$ cat src/rtl/tamagotchi_pkg.sv
// Shared definitions for the tamagotchi button front end: button indices,
// long-press FSM state encoding and default cycle counts for a 50 MHz clock.
package tamagotchi_pkg;

    // Index of each conditioned input inside the front end's input vector
    localparam int unsigned SALUD     = 0;
    localparam int unsigned ENERGIA   = 1;
    localparam int unsigned HAMBRE    = 2;
    localparam int unsigned DIVERSION = 3;
    localparam int unsigned RESET_IDX = 4;
    localparam int unsigned TEST_IDX  = 5;
    localparam int unsigned LIGHT_IDX = 6;

    localparam int unsigned N_ACTION  = 4;
    localparam int unsigned N_INPUTS  = 7;

    // Default timing at 50 MHz
    localparam int unsigned DEF_DEBOUNCE_CYCLES   = 500000;     // 10 ms
    localparam int unsigned DEF_LONG_PRESS_CYCLES = 250000000;  // 5 s
    localparam int unsigned DEF_REPEAT_CYCLES     = 25000000;   // 0.5 s

    // Long-press detector states
    typedef enum logic [1:0] {
        LP_IDLE  = 2'd0,
        LP_COUNT = 2'd1,
        LP_FIRED = 2'd2
    } lp_state_t;

endpackage

$ cat src/rtl/btn_debounce.sv
// One input channel: polarity normalisation, two-flop synchroniser and a
// debouncer that only accepts a new level after DEBOUNCE_CYCLES consecutive
// cycles of disagreement with the current stable level.
// The stable output is 1 for "pressed" / "lit" regardless of pin polarity.
module btn_debounce
    import tamagotchi_pkg::*;
#(
    parameter int unsigned DEBOUNCE_CYCLES = DEF_DEBOUNCE_CYCLES,
    parameter bit          ACTIVE_LOW      = 1'b1
) (
    input  logic clk,
    input  logic rst,
    input  logic raw,
    output logic stable
);

    localparam int CNT_W = $clog2(DEBOUNCE_CYCLES + 1);
    localparam logic [CNT_W-1:0] CNT_LAST = CNT_W'(DEBOUNCE_CYCLES - 1);

    logic             level;
    logic             sync1_reg;
    logic             sync2_reg;
    logic             stable_reg;
    logic [CNT_W-1:0] cnt_reg;

    assign level = ACTIVE_LOW ? ~raw : raw;

    // Two-flop synchroniser; reset value is the released/dark level
    always_ff @(posedge clk) begin
        if (rst) begin
            sync1_reg <= 1'b0;
            sync2_reg <= 1'b0;
        end else begin
            sync1_reg <= level;
            sync2_reg <= sync1_reg;
        end
    end

    // Count consecutive disagreeing cycles; flip stable at terminal count
    always_ff @(posedge clk) begin
        if (rst) begin
            stable_reg <= 1'b0;
            cnt_reg    <= '0;
        end else if (sync2_reg == stable_reg) begin
            cnt_reg    <= '0;
        end else if (cnt_reg == CNT_LAST) begin
            stable_reg <= sync2_reg;
            cnt_reg    <= '0;
        end else begin
            cnt_reg    <= cnt_reg + 1'b1;
        end
    end

    assign stable = stable_reg;

endmodule

$ cat src/rtl/tamagotchi_btn_front.sv
// Button/light-sensor front end for tamagotchi_fsm.
// Debounces seven board inputs, turns action-button presses into single
// prioritised pulses, and turns a long hold of reset/test into one pulse.
// Optional feature macro: BTN_AUTOREPEAT_EN (held action buttons re-pulse).
module tamagotchi_btn_front
    import tamagotchi_pkg::*;
#(
    parameter int unsigned DEBOUNCE_CYCLES   = DEF_DEBOUNCE_CYCLES,
    parameter int unsigned LONG_PRESS_CYCLES = DEF_LONG_PRESS_CYCLES,
    parameter int unsigned REPEAT_CYCLES     = DEF_REPEAT_CYCLES,
    parameter bit          ACTIVE_LOW        = 1'b1
) (
    input  logic clk,
    input  logic rst,
    input  logic raw_salud,
    input  logic raw_energia,
    input  logic raw_hambre,
    input  logic raw_diversion,
    input  logic raw_reset,
    input  logic raw_test,
    input  logic raw_light,
    output logic btn_salud,
    output logic btn_energia,
    output logic btn_hambre,
    output logic btn_diversion,
    output logic btn_reset,
    output logic btn_test,
    output logic ledsign
);

    localparam int LP_W = $clog2(LONG_PRESS_CYCLES + 1);
    localparam logic [LP_W-1:0] LP_LAST = LP_W'(LONG_PRESS_CYCLES - 1);

    genvar gi;

    // Zero-length timings would make the counters meaningless
    if (DEBOUNCE_CYCLES < 1 || LONG_PRESS_CYCLES < 1 || REPEAT_CYCLES < 1) begin : g_cfg_check
        $error("tamagotchi_btn_front: cycle parameters must be at least 1");
    end

    logic [N_INPUTS-1:0] raw_vec;
    logic [N_INPUTS-1:0] stable;
    logic [N_ACTION-1:0] stable_prev_reg;
    logic [N_ACTION-1:0] press_evt;
    logic [N_ACTION-1:0] act_grant;
    logic [N_ACTION-1:0] act_pulse_reg;
    logic [1:0]          lp_fire;
    logic                btn_reset_reg;
    logic                btn_test_reg;
    logic                ledsign_reg;
    logic                suppress;

    assign raw_vec = {raw_light, raw_test, raw_reset, raw_diversion,
                      raw_hambre, raw_energia, raw_salud};

    for (gi = 0; gi < N_INPUTS; gi++) begin : g_deb
        btn_debounce #(
            .DEBOUNCE_CYCLES (DEBOUNCE_CYCLES),
            .ACTIVE_LOW      (ACTIVE_LOW)
        ) u_deb (
            .clk    (clk),
            .rst    (rst),
            .raw    (raw_vec[gi]),
            .stable (stable[gi])
        );
    end

`ifdef BTN_AUTOREPEAT_EN
    localparam int unsigned FIRST_REPEAT_CYCLES = (LONG_PRESS_CYCLES / 5 > 0) ? LONG_PRESS_CYCLES / 5 : 1;
    localparam int unsigned RPT_MAX = (FIRST_REPEAT_CYCLES > REPEAT_CYCLES) ? FIRST_REPEAT_CYCLES : REPEAT_CYCLES;
    localparam int RPT_W = $clog2(RPT_MAX + 1);
    localparam logic [RPT_W-1:0] FIRST_LAST = RPT_W'(FIRST_REPEAT_CYCLES - 1);
    localparam logic [RPT_W-1:0] RPT_LAST   = RPT_W'(REPEAT_CYCLES - 1);

    for (gi = 0; gi < N_ACTION; gi++) begin : g_rpt
        logic [RPT_W-1:0] rpt_cnt_reg;
        logic             rpt_armed_reg;
        logic             rpt_hit;

        assign rpt_hit = stable[gi] &&
                         (rpt_cnt_reg == (rpt_armed_reg ? RPT_LAST : FIRST_LAST));

        // Hold timer: first repeat after the long initial delay, then periodic
        always_ff @(posedge clk) begin
            if (rst || !stable[gi]) begin
                rpt_cnt_reg   <= '0;
                rpt_armed_reg <= 1'b0;
            end else if (rpt_hit) begin
                rpt_cnt_reg   <= '0;
                rpt_armed_reg <= 1'b1;
            end else begin
                rpt_cnt_reg   <= rpt_cnt_reg + 1'b1;
            end
        end

        assign press_evt[gi] = (stable[gi] & ~stable_prev_reg[gi]) | rpt_hit;
    end
`else
    for (gi = 0; gi < N_ACTION; gi++) begin : g_evt
        assign press_evt[gi] = stable[gi] & ~stable_prev_reg[gi];
    end
`endif

    // A held reset or test button masks every action button
    assign suppress = stable[RESET_IDX] | stable[TEST_IDX];

    // Fixed priority; losing press events are dropped
    always_comb begin
        act_grant = '0;
        if (!suppress) begin
            if (press_evt[SALUD])          act_grant[SALUD]     = 1'b1;
            else if (press_evt[ENERGIA])   act_grant[ENERGIA]   = 1'b1;
            else if (press_evt[HAMBRE])    act_grant[HAMBRE]    = 1'b1;
            else if (press_evt[DIVERSION]) act_grant[DIVERSION] = 1'b1;
        end
    end

    // Long-press detectors: index 0 watches reset, index 1 watches test
    for (gi = 0; gi < 2; gi++) begin : g_lp
        lp_state_t       state_reg;
        lp_state_t       state_next;
        logic [LP_W-1:0] cnt_reg;
        logic            pressed;
        logic            fire;

        assign pressed = stable[RESET_IDX + gi];

        // State register and hold counter
        always_ff @(posedge clk) begin
            if (rst) begin
                state_reg <= LP_IDLE;
                cnt_reg   <= '0;
            end else begin
                state_reg <= state_next;
                if (state_reg == LP_COUNT && pressed && cnt_reg != LP_LAST) begin
                    cnt_reg <= cnt_reg + 1'b1;
                end else begin
                    cnt_reg <= '0;
                end
            end
        end

        // Next-state: one fire per hold, re-armed only by a release
        always_comb begin
            state_next = state_reg;
            case (state_reg)
                LP_IDLE:  if (pressed) state_next = LP_COUNT;
                LP_COUNT: begin
                    if (!pressed)                state_next = LP_IDLE;
                    else if (cnt_reg == LP_LAST) state_next = LP_FIRED;
                end
                LP_FIRED: if (!pressed) state_next = LP_IDLE;
                default:  state_next = LP_IDLE;
            endcase
        end

        // Fire on the terminal count of an uninterrupted hold
        always_comb begin
            fire = 1'b0;
            if (state_reg == LP_COUNT && pressed && cnt_reg == LP_LAST) begin
                fire = 1'b1;
            end
        end

        assign lp_fire[gi] = fire;
    end

    // Registered outputs; reset wins over test when both fire together
    always_ff @(posedge clk) begin
        if (rst) begin
            stable_prev_reg <= '0;
            act_pulse_reg   <= '0;
            btn_reset_reg   <= 1'b0;
            btn_test_reg    <= 1'b0;
            ledsign_reg     <= 1'b0;
        end else begin
            stable_prev_reg <= stable[N_ACTION-1:0];
            act_pulse_reg   <= act_grant;
            btn_reset_reg   <= lp_fire[0];
            btn_test_reg    <= lp_fire[1] & ~lp_fire[0];
            ledsign_reg     <= stable[LIGHT_IDX];
        end
    end

    assign btn_salud     = act_pulse_reg[SALUD];
    assign btn_energia   = act_pulse_reg[ENERGIA];
    assign btn_hambre    = act_pulse_reg[HAMBRE];
    assign btn_diversion = act_pulse_reg[DIVERSION];
    assign btn_reset     = btn_reset_reg;
    assign btn_test      = btn_test_reg;
    assign ledsign       = ledsign_reg;

endmodule
$ cat config.mk
export PLATFORM = sky130hd
export DESIGN_NAME = tamagotchi_btn_front
export DESIGN_NICKNAME = d
export VERILOG_FILES = /design/src/rtl/tamagotchi_pkg.sv /design/src/rtl/btn_debounce.sv /design/src/rtl/tamagotchi_btn_front.sv
export SDC_FILE = /design/constraint.sdc
export NUM_CORES = 1
export LEC_CHECK = 0
export CORE_AREA = 5 5 188 145
export CTS_CLUSTER_DIAMETER = 150
export DETAILED_ROUTE_END_ITERATION = 12
export DIE_AREA = 0 0 193 150
export GPL_ROUTABILITY_DRIVEN = 0
export PLACE_DENSITY = 0.66
export SYNTH_ARGS = -nofsm -noshare
export SYNTH_HDL_FRONTEND = slang
export SYNTH_SLANG_ARGS = --single-unit
$ cat constraint.sdc
create_clock -name clk -period 3.2 [get_ports clk]
set_clock_uncertainty 0.15 [all_clocks]
set_input_delay 0.64 -clock clk [delete_from_list [all_inputs] [get_ports clk]]
set_output_delay 0.64 -clock clk [all_outputs]
set_load 0.005 [all_outputs]
Word-level counts from Yosys, hierarchy flattened:

Index checks and enable logic that the tools add are counted.

* equal/unequal tests: 28
* bitwise gates (word level): 27
* add/subtract/negate cells: 9
* muxes and demuxes: 16
* reductions and logical operators: 30

Operators with widths (number)
* $add A19 B1 Y19 const B: 7
* $eq A19 B19 Y1 const B: 7
* $add A28 B1 Y28 const B: 2
* $eq A28 B28 Y1 const B: 2
* $ne A28 B28 Y1 const B: 2
* $reduce_or A3 Y1: 8
* $not A1 Y1: 21
* $mux W2: 8
* $reduce_and A2 Y1: 7
* $pmux W2 S3: 2
* $eq A1 B1 Y1: 7
* $logic_and A1 B1 Y1: 6
* $mux W1: 6
* $ne A3 B3 Y1 const B: 2
* $reduce_and A3 Y1: 2
* $reduce_or A2 Y1: 3
* $and A1 B1 Y1: 5
* $reduce_or A5 Y1: 1
* $eq A2 B1 Y1 const B: 2
* $eq A2 B2 Y1 const B: 2
* $logic_not A2 Y1: 2
* $ne A2 B1 Y1 const B: 2
* $ne A2 B2 Y1 const B: 2
* $reduce_or A4 Y1: 1
* $or A1 B1 Y1: 1

* input port bits: 9
* flip-flop bits (word level): 225
* logic and storage cells: 150
* output and inout port bits: 7

Depth between registers and ports, before layout:

* depth in word-level cells: 6
* mapped depth: 7
* depth with buffers taken out: 5

Cells and area by module:

From an unflattened synthesis, not the netlist that was laid out.

* cells, all modules: 1111
* area, all modules: 9918.3 µm²

By module, submodules not included
* btn_debounce: seq. area each 440.4 µm², area an instance 982.2 µm², cells an instance 109, instances 7
* tamagotchi_btn_front: seq. area each 1421.4 µm², area an instance 3042.9 µm², cells an instance 348, instances 1

Worst setup path before layout:

No wires, ideal clock.

* path kind: register -> register
* start point: register g_lp[0].cnt_reg[0]
* end point: register g_lp[0].cnt_reg[13]
* required time: 2.933 ns
* path buffers: 2
* stages on the path, launching flop included: 8
* slack: 1.146 ns
* arrival: 1.787 ns
* period minus slack after synthesis: 2.054 ns
* cell sequence: dfxtp_1 ha_1 and4_1 buf_2 nand4_1 o21ai_1 buf_2 nor2_1

* word-level cells in the longest chain between the ends: 4
* elaborated cells between the ends (all ways): 5

Ends and longest elaborated chain
* from (decl): line tamagotchi_btn_front.sv:122 `logic [LP_W-1:0] cnt_reg;`
* from (signal assigned): line tamagotchi_btn_front.sv:136 `cnt_reg <= cnt_reg + 1'b1;`
* parallel branches: the longest is 4 deep, another holds $add A28 B1 Y28

Several ways; the timed one is not identified.
A chain may end at the register's enable or synchronous reset.

Worst setup path in the final report:

* start point: register g_lp[1].cnt_reg[0]
* end point: register g_lp[1].cnt_reg[24]

* word-level cells in the longest chain between the ends: 4
* elaborated cells between the ends (all ways): 5

Ends and longest elaborated chain (line)
* from (decl): tamagotchi_btn_front.sv:122
* from (signal assigned): tamagotchi_btn_front.sv:136
* parallel branches: the longest is 4 deep, another holds $add A28 B1 Y28

Several ways; the timed one is not identified.

==> flow_summary.toml <==
[flow_run]
cap_violations = 0

[cts]
cts_tree = "yes"
htreeDepth = 1
clk_latency_ns = 0.49
cts_hold_buf = 0
cts.path.max_buffers = 3
cts_buffers = 23
clkSinkCount = 225
cts_root_buffer = "clkbuf_16"
cts_setup_buffers = 0
cts.clk_slew.worst_paths_ns = 0.06
cts_resized = 0

[floorplanning]
die_area_um2 = 29000
initial_core_util = 0.392
fp.dieH_um = 150
ios = 16
dieWidth_um = 193
coreArea_um2 = 25300
rows = 51

[pwr]
total_leakage_power_nw = 3.25
ir_worst_vdd_v = 0.000302
power_per_cell_area_nw_per_um2 = 499

[cells_and_area]
area_growth_pct = 13.3
largest_reg_flops = 133
finalNetCount = 1163
fill_cells = 2446
antennaDiodeCount = 0
layout-drive-gt1-share = 0.0655

[drt]
vias = 7955
detail-route-antenna-nets = 0
wire_per_inst_um = 12.9
drt_iter0_markers = 516
vias_per_cell = 5.29
first_pass_iters = 5
drc = 0
drt-total-wl_mm = 19.5

[placement]
dp.final_hpwl_mm = 13.2
place_ws_ns = 0.743
port_buffers = 15

[global_routing]
gr-total-overflow = 0
antenna_found_initial = 0
grt_max_degree = 29
grt_pass1_wl_mm = 33.3
track_usage = 0.133
first_global_vias = 7029

[logic_synthesis]
yosys_register_bits = 225
synth.avg_cell_area_um2 = 8.82
ys_seq_area_frac = 0.454
synth_enable_flop_cells = 0
yosysWarnings = 0
yosysUniqueCellTypes = 55
ys.flop_type = "dfxtp_1"
async_flop_share = 0
syn_nets = 1143
netlist_instances = 1125
synth_area_um2 = 9920

[setup_path]
r2r_slack_ns = 0.75
r2r_cells = 5
worstSetupEndpointType = "register"
r2r-end = "g_lp[1].cnt_reg[24]"
critical_path_class = "reg -> reg"
crit_arrival_ns = 2.71
start_kind = "register"
worstPathMaxFanout = 15
r2r_start = "g_lp[1].cnt_reg[0]"
required_ns = 3.46

[timing]
fin_ws_ns = 0.750
finalSetupViolCount = 0
tightest_slew_ns = 0.739
grt_setup_unrepaired = "false"
period_share = 0.766
relSlewSlack = 0.507
final_hold_viol_count = 0
fin_crit_ns = 2.45
fmax_mhz = 408
drv_slew = 0
setup_tns_ns = 0

[hold_path]
min-delay-start = "stable_prev_reg[3]"
hold_depth = 1
hp-class = "reg -> reg"
hold_path_end = "act_pulse_reg[3]"

[status]
outcome = "completed"
-- synthesized netlist by cell type, drive strengths merged, types with 18 or more instances --
cell / instances / area share
nor3: 27 / 0.014
xor2: 56 / 0.049
o31ai: 24 / 0.018
and4: 25 / 0.022
nand4: 60 / 0.038
nand3: 59 / 0.030
xnor2: 60 / 0.053
dfxtp: 225 / 0.45
o21ai: 41 / 0.021
nand2: 62 / 0.023
a21oi: 54 / 0.027
inv: 36 / 0.014
or3: 43 / 0.027
or4: 35 / 0.027
nor4: 24 / 0.016
nor2: 142 / 0.054
clkbuf: 18 / 0.0069
-- power breakdown --
part	leakage [nW]	switching [mW]	total, mW	internal, mW
sequential	1.81	0.00650	2.82	2.81
clock	0.384	1.09	2.74	1.65
combinational	1.05	0.0286	0.0499	0.0213
-- metal layers --
layer | global-route usage | vias up | wire length, um
met5 | 0 | - | 0
met4 | 0.0258 | 0 | 324
met3 | 0.0233 | 24 | 696
met2 | 0.199 | 106 | 8120
met1 | 0.202 | 3694 | 10300
li1 | - | 4131 | -
-- cell usage in the layout (no fill, tap or decap), types with 3 or more instances in the layout --
master and instances:
clkdlybuf4s50_1 14, o41ai_1 3, nor3_1 27, and3_1 13
or4b_2 6, buf_4 10, or3_2 3, o31ai_1 24
a211oi_1 15, nor2b_1 14, nand3_1 58, and2_1 7
nor2_1 142, a31o_2 3, clkbuf_8 4, or3_1 40
dfxtp_1 225, xnor2_1 60, or4_1 34, nor3b_1 3
clkinv_2 6, xor2_1 56, or2_2 4, nor4_1 23
nand4_1 60, inv_1 36, nand2_1 62, nand2b_1 8
bufinv_16 3, o21ai_0 38, and4_1 24, clkbuf_16 23
nor4b_1 15, nor4bb_1 4, ha_1 9, a21oi_1 54
-- critical path, cell delays in order, from the launching register on --
cell,delay (ns)
dfxtp_1,0.36
ha_1,0.19
and2_1,0.26
nand4_1,0.51
or4_1,0.67
a211oi_1,0.22
-- worst max-delay path by stage --
stage                  startpoint                  end  slack, ns  cells after the start
5_1_grt        g_lp[1].cnt_reg[0]  g_lp[1].cnt_reg[20]       0.50                      5
3_3_place_gp   g_lp[0].cnt_reg[0]  g_lp[0].cnt_reg[27]       0.81                      6
3_5_place_dp   g_lp[1].cnt_reg[0]  g_lp[1].cnt_reg[26]       0.74                      5
4_1_cts        g_lp[1].cnt_reg[0]  g_lp[1].cnt_reg[24]       0.74                      5
6_report       g_lp[1].cnt_reg[0]  g_lp[1].cnt_reg[24]       0.75                      5
2_1_floorplan  g_lp[0].cnt_reg[0]  g_lp[0].cnt_reg[13]       1.15                      7
-- cells by family after synthesis --
logic type / count (synthesis) / share of synthesized area
buffers and inverters: 67 / 0.0275
multiplexers: 1 / 0.00101
AO/OA/AOI/OAI: 150 / 0.0928
adder cells (fa/ha/maj): 9 / 0.0113
XOR/XNOR: 116 / 0.102
AND/OR/NAND/NOR: 557 / 0.311
flip-flops: 225 / 0.454
-- final cells by class --
| class | count | area (um2) | area share |
|---|---|---|---|
| Tap cell | 344 | 430 | 0.0383 |
| Inverter | 36 | 135 | 0.0120 |
| Clock buffer | 28 | 634 | 0.0564 |
| Multi-Input combinational cell | 833 | 5160 | 0.459 |
| Timing Repair Buffer | 26 | 240 | 0.0214 |
| Sequential cell | 225 | 4500 | 0.400 |
| Clock inverter | 12 | 144 | 0.0128 |
-- metrics by stage --
step	total power [mW]	area (um2)	util	cells	hold WS (ns)
5_1_grt	5.82	11200	0.444	1504	0.282
6_report	5.61	11200	0.444	1504	0.274
3_3_place_gp	2.93	10500	0.413	1464	0.263
4_1_cts	5.71	11200	0.444	1504	0.283
3_5_place_dp	2.93	10500	0.413	1464	0.273
2_1_floorplan	2.91	9920	-	1125	0.224
No activity file was read; power rests on OpenSTA's default activity.
